===== src/rtl/fuzz_stim_sequencer.sv =====
// fuzz_stim_sequencer: drives DUT reset and LCG stimulus for a run and folds DUT responses into a signature
module fuzz_stim_sequencer #(
    parameter int IN_W          = 136,
    parameter int OUT_W         = 159,
    parameter int RST_CYCLES    = 2,
    parameter int SETTLE_CYCLES = 1,
    parameter int CNT_W         = 32
) (
    input  logic             clk,
    input  logic             rst_n,
    input  logic             start,
    input  logic [31:0]      seed,
    input  logic [CNT_W-1:0] cycles,
    output logic             busy,
    output logic             done,
    output logic             dut_rst_n,
    output logic [IN_W-1:0]  in_flat,
    input  logic [OUT_W-1:0] out_flat,
    output logic [CNT_W-1:0] cyc_count,
    output logic [31:0]      signature
);
    localparam int NW = (IN_W + 31) / 32;
    localparam int NO = (OUT_W + 31) / 32;
    typedef enum logic [2:0] {IDLE, RESET, SETTLE, RUN, DONE} state_t;
    state_t state, state_nx;
    logic [31:0]      rng, ph_cnt, lcg_s, fold_w;
    logic [CNT_W-1:0] budget, cnt_nx;
    logic [32*NW-1:0] vec;
    logic [32*NO-1:0] out_ext;
    logic             ph_last, run_last;
    // Chain NW LCG steps from the seed (IDLE) or the running state; the last step becomes the next rng
    always_comb begin
        lcg_s = (state == IDLE) ? seed : rng;
        vec = '0;
        for (int k = 0; k < NW; k++) begin
            lcg_s = lcg_s * 32'h41C64E6D + 32'h3039;
            vec[32*k +: 32] = lcg_s;
        end
    end
    // XOR-fold the zero-extended response bus into one 32-bit word
    always_comb begin
        out_ext = '0;
        out_ext[OUT_W-1:0] = out_flat;
        fold_w = '0;
        for (int k = 0; k < NO; k++) fold_w = fold_w ^ out_ext[32*k +: 32];
    end
    assign cnt_nx   = cyc_count + CNT_W'(1);
    assign run_last = (cnt_nx == budget);
    assign ph_last  = (state == RESET  && ph_cnt == 32'(RST_CYCLES - 1)) ||
                      (state == SETTLE && ph_cnt == 32'(SETTLE_CYCLES - 1));
    // Next-state and state-decoded outputs
    always_comb begin
        state_nx  = state;
        busy      = 1'b0;
        done      = 1'b0;
        dut_rst_n = 1'b0;
        case (state)
            IDLE:   state_nx = start ? RESET : IDLE;
            RESET: begin
                busy     = 1'b1;
                state_nx = ph_last ? SETTLE : RESET;
            end
            SETTLE: begin
                busy      = 1'b1;
                dut_rst_n = 1'b1;
                state_nx  = ph_last ? ((budget == '0) ? DONE : RUN) : SETTLE;
            end
            RUN: begin
                busy      = 1'b1;
                dut_rst_n = 1'b1;
                state_nx  = run_last ? DONE : RUN;
            end
            DONE: begin
                done      = 1'b1;
                dut_rst_n = 1'b1;
                state_nx  = IDLE;
            end
            default: state_nx = IDLE;
        endcase
    end
    // State register
    always_ff @(posedge clk or negedge rst_n) begin
        if (!rst_n) state <= IDLE;
        else        state <= state_nx;
    end
    // Phase timer, run budget, stimulus, counter and signature
    always_ff @(posedge clk or negedge rst_n) begin
        if (!rst_n) begin
            ph_cnt    <= '0;
            budget    <= '0;
            rng       <= '0;
            in_flat   <= '0;
            cyc_count <= '0;
            signature <= '0;
        end else begin
            ph_cnt <= (state_nx != state) ? '0 : ph_cnt + 32'd1;
            if (state == IDLE && start) begin
                budget    <= cycles;
                in_flat   <= vec[IN_W-1:0];
                rng       <= lcg_s;
                cyc_count <= '0;
                signature <= '0;
            end else if (state == RUN) begin
                in_flat   <= vec[IN_W-1:0];
                rng       <= lcg_s;
                cyc_count <= cnt_nx;
                signature <= {signature[30:0], signature[31]} ^ fold_w;
            end
        end
    end
endmodule


===== config.mk =====
export PLATFORM = sky130hd
export DESIGN_NAME = fuzz_stim_sequencer
export DESIGN_NICKNAME = d
export VERILOG_FILES = /design/src/rtl/fuzz_stim_sequencer.sv
export SDC_FILE = /design/constraint.sdc
export NUM_CORES = 2
export LEC_CHECK = 0
export CAP_MARGIN = 10
export CORE_MARGIN = 2
export CORE_UTILIZATION = 50
export CTS_CLUSTER_DIAMETER = 200
export DETAILED_ROUTE_END_ITERATION = 10
export PLACE_DENSITY = 0.73
export SLEW_MARGIN = 25
export SYNTH_ARGS = -nofsm -noshare
export SYNTH_HDL_FRONTEND = slang
export SYNTH_SLANG_ARGS = --single-unit

===== constraint.sdc =====
create_clock -name clk -period 25.7 [get_ports clk]
set_input_delay 6.425 -clock clk [delete_from_list [all_inputs] [get_ports clk]]
set_output_delay 6.425 -clock clk [all_outputs]
set_load 0.005 [all_outputs]

==> impl_metrics.ini <==
[run_status]
status = complete, but fails checks
failed_checks = setup timing

[detailed_routing]
wl_um = 183000
detail_route.wl_per_cell_um = 20.5
dr.first_iter.drc_count = 2629
drc = 0
vias_per_cell = 5.11
via_count = 45600
ant_nets = 0
dr.pass1.iters = 5

[hold_path]
holdCritPathClass = flip-flop to flip-flop
min_from = in_flat[123]$_DFFE_PN0P_

[clock_network]
cts_buffers = 38
clock_sinks = 287
clockBufferDepth = 3
postCtsHoldBufs = 0
htree_num_levels = 2
root_buffer = clkbuf_16
insertion_delay_ns = 0.64
cts_tree = built
clkSlewWorstSetupHoldPaths_ns = 0.07

[floorplan]
die_w_um = 344
die_h_um = 344
start_util_pct = 50.5
rows = 124
ioPinCount = 429
core_um2 = 115000
die-area_um2 = 118000

[synth]
yosysWarnings = 0
seq_area_frac_synth_pct = 12.4
synth_nets = 8059
synth_area_um2 = 57800
synthDistinctLibCells = 69
synth-main-ff-cell = dfrtp_1
synthArstFlopShare_pct = 100
synth_edf_count = 0
avgSynthCellArea_um2 = 9.83
synth_seq_cells = 287
synthCells = 5877

[global_routing]
antenna_found_initial = 15
grt_pass1_wl_um = 279000
first_global_vias = 49000
grt_usage_pct = 31.0
overflow = 0
grt_max_degree = 169

[worst_setup_path]
worstSetupEndpointType = flip-flop
cpPeakStageDelay_ns = 0.59
critPathMaxFanout = 5
worstPathArrival_ns = 32.05
crit_top_cell = fa_1
critical_path_class = input pin to flip-flop
worstSetupStartpoint = seed[8]
start_kind = input pin
critPathRequiredTime_ns = 26.20
slowest_stage = fa_2
r2r-start = state[1]$_DFF_PN0_

[timing]
max_freq_ghz = 0.0317
finalCritPeriodShare_pct = 123
finalSetupTns_ns = -76.79
rsz0062_at_grt = true
slew_headroom_pct = 18.4
layout_min_cycle_time_ns = 31.55
worst_pin_slew_ns = 1.21
holdWs_ns = 0.472
maxSlewViolCount = 0
hold_viol_final = 0
finClkSkew_ns = 0.0328
setup_viol = 28
setup_slack_ns = -5.85

[pwr]
power_density_nw_per_um2 = 16.5
p_total_w = 0.00129
sequentialPowerShare_pct = 39.5
swShare_pct = 28.3
pwr-share-clk_pct = 43.3
p_int_w = 0.000927
power_switching_w = 0.000366
p_leak_nw = 38.9
vdd_drop_max_uv = 47.5
p_comb_share_pct = 17.3

[finish]
drive_gt1_share_pct = 25.3
final.fill_count = 8615
syn_to_final_growth_pct = 35.5
nets = 9555
final_common_cell = inv_1
final_cell_mix = 1493 x inv_1, 1016 x buf_4, 914 x fa_1

[placement]
io_buffers = 428
hpwl_um = 156000
pre_cts_ws_ns = -6.93
gp_congestion = 1.00

[job]
maxCapViolCount = 0
area by class of cell:
cell class                 count  area (µm²)  area share (%)
multi-input combinational   3888       48800            62.3
timing repair buffer        1536       13000            16.7
sequential                   287        7180            9.17
inverter                    1622        6110            7.81
tap                         1512        1890            2.42
clock buffer                  47        1000            1.28
clock inverter                23         259           0.331
antenna                       10        25.0          0.0320
worst paths after layout:
path,end,slack [ns],depth (start not counted)
max,rng[31]$_DFFE_PN0P_,-5.85,99
min,in_flat[123]$_DFFE_PN0P_,0.47,2
max reg2reg,rng[31]$_DFFE_PN0P_,-1.03,105
min reg2reg,in_flat[123]$_DFFE_PN0P_,0.47,2
max in group asynchronous,in_flat[94]$_DFFE_PN0P_,17.67,3
min in group asynchronous,cyc_count[2]$_DFFE_PN0P_,5.85,1
kinds of logic (layout without fill, tap and decap cells):
family,count (synthesis),after routing,synth area share [%]
other,0,10,0
multiplexers,85,85,1.60
adder cells (fa/ha/maj),1956,1956,54.5
buffers and inverters,1702,3228,11.2
AO/OA/AOI/OAI,585,585,6.07
AND/OR/NAND/NOR,700,700,5.51
flip-flops,287,287,12.4
XOR/XNOR,562,562,8.69
synth_stat cells, drive strengths merged, types with 6 or more instances:
| master | instances | area (µm²) |
|---|---|---|
| and2 | 17 | 106 |
| dfrtp | 287 | 7180 |
| nor3 | 28 | 156 |
| nand4 | 20 | 131 |
| and3 | 22 | 138 |
| mux2i | 26 | 260 |
| o31ai | 12 | 90.1 |
| o21a | 21 | 158 |
| a21o | 56 | 420 |
| ha | 1021 | 12800 |
| a211oi | 11 | 82.6 |
| mux2 | 59 | 664 |
| and4 | 7 | 61.3 |
| o211ai | 14 | 105 |
| nand3 | 42 | 210 |
| clkbuf | 61 | 229 |
| a21oi | 142 | 711 |
| inv | 1622 | 6090 |
| o21bai | 21 | 158 |
| a211o | 10 | 87.6 |
| xor2 | 122 | 1070 |
| a31oi | 14 | 87.6 |
| or3 | 10 | 62.6 |
| o21ai | 235 | 1180 |
| nand2 | 343 | 1290 |
| nor2 | 128 | 480 |
| buf | 19 | 155 |
| xnor2 | 433 | 3790 |
| nor4 | 21 | 138 |
| or2 | 20 | 125 |
| a31o | 6 | 52.6 |
| fa | 935 | 18700 |
| nand2b | 20 | 125 |
| nor2b | 11 | 68.8 |
| xnor3 | 7 | 158 |
| o41ai | 7 | 61.3 |
flip-flops by register name, indices dropped and copies added, names as in the netlist:
register,flops
cyc_count,32
in_flat,131
budget,32
ph_cnt,32
rng,25
state,3
signature,32
what timing repair did:
action,CTS,global route
setup buffers,76,85
pin swaps,137,238
endpoints found under the hold margin,0,0
endpoints found under the setup margin,32,33
resized for setup,215,325
power by group through the flow:
stage          sequential (W)  combinational, W  clock [W]
2_1_floorplan        0.000512         0.0000913          0
3_3_place_gp         0.000516          0.000218          0
3_5_place_dp         0.000517          0.000222          0
4_1_cts              0.000510          0.000223   0.000574
5_1_grt              0.000514          0.000237   0.000589
6_report             0.000510          0.000223   0.000559
critical path: cells and delay by family:
| family | cells | cell delay [ns] |
|---|---|---|
| adders and majority gates | 42 | 18.05 |
| xor gates and xnor gates | 15 | 2.59 |
| AOI/OAI and AO/OA | 13 | 2.53 |
| buffers and inverters | 27 | 1.76 |
| and+or+nand+nor | 1 | 0.38 |
| muxes | 1 | 0.29 |
per-layer routing:
metal	routed length, µm	track usage (%)	part of all wire [%]
met1	78400	43.0	43
met2	87700	51.2	48
met3	10500	3.98	5.8
met4	6200	8.51	3.4
met5	34	0	0.019
per-stage QoR:
step | cell area, µm² | instances | util (%)
after floorplan | 60000 | 5877 | -
after CTS | 76100 | 8839 | 66.5
after global placement | 73100 | 8693 | 63.8
final | 78300 | 8925 | 68.4
after detailed placement | 73100 | 8693 | 63.8
after global routing | 78300 | 8921 | 68.4
No activity file was read; power rests on OpenSTA's default activity.
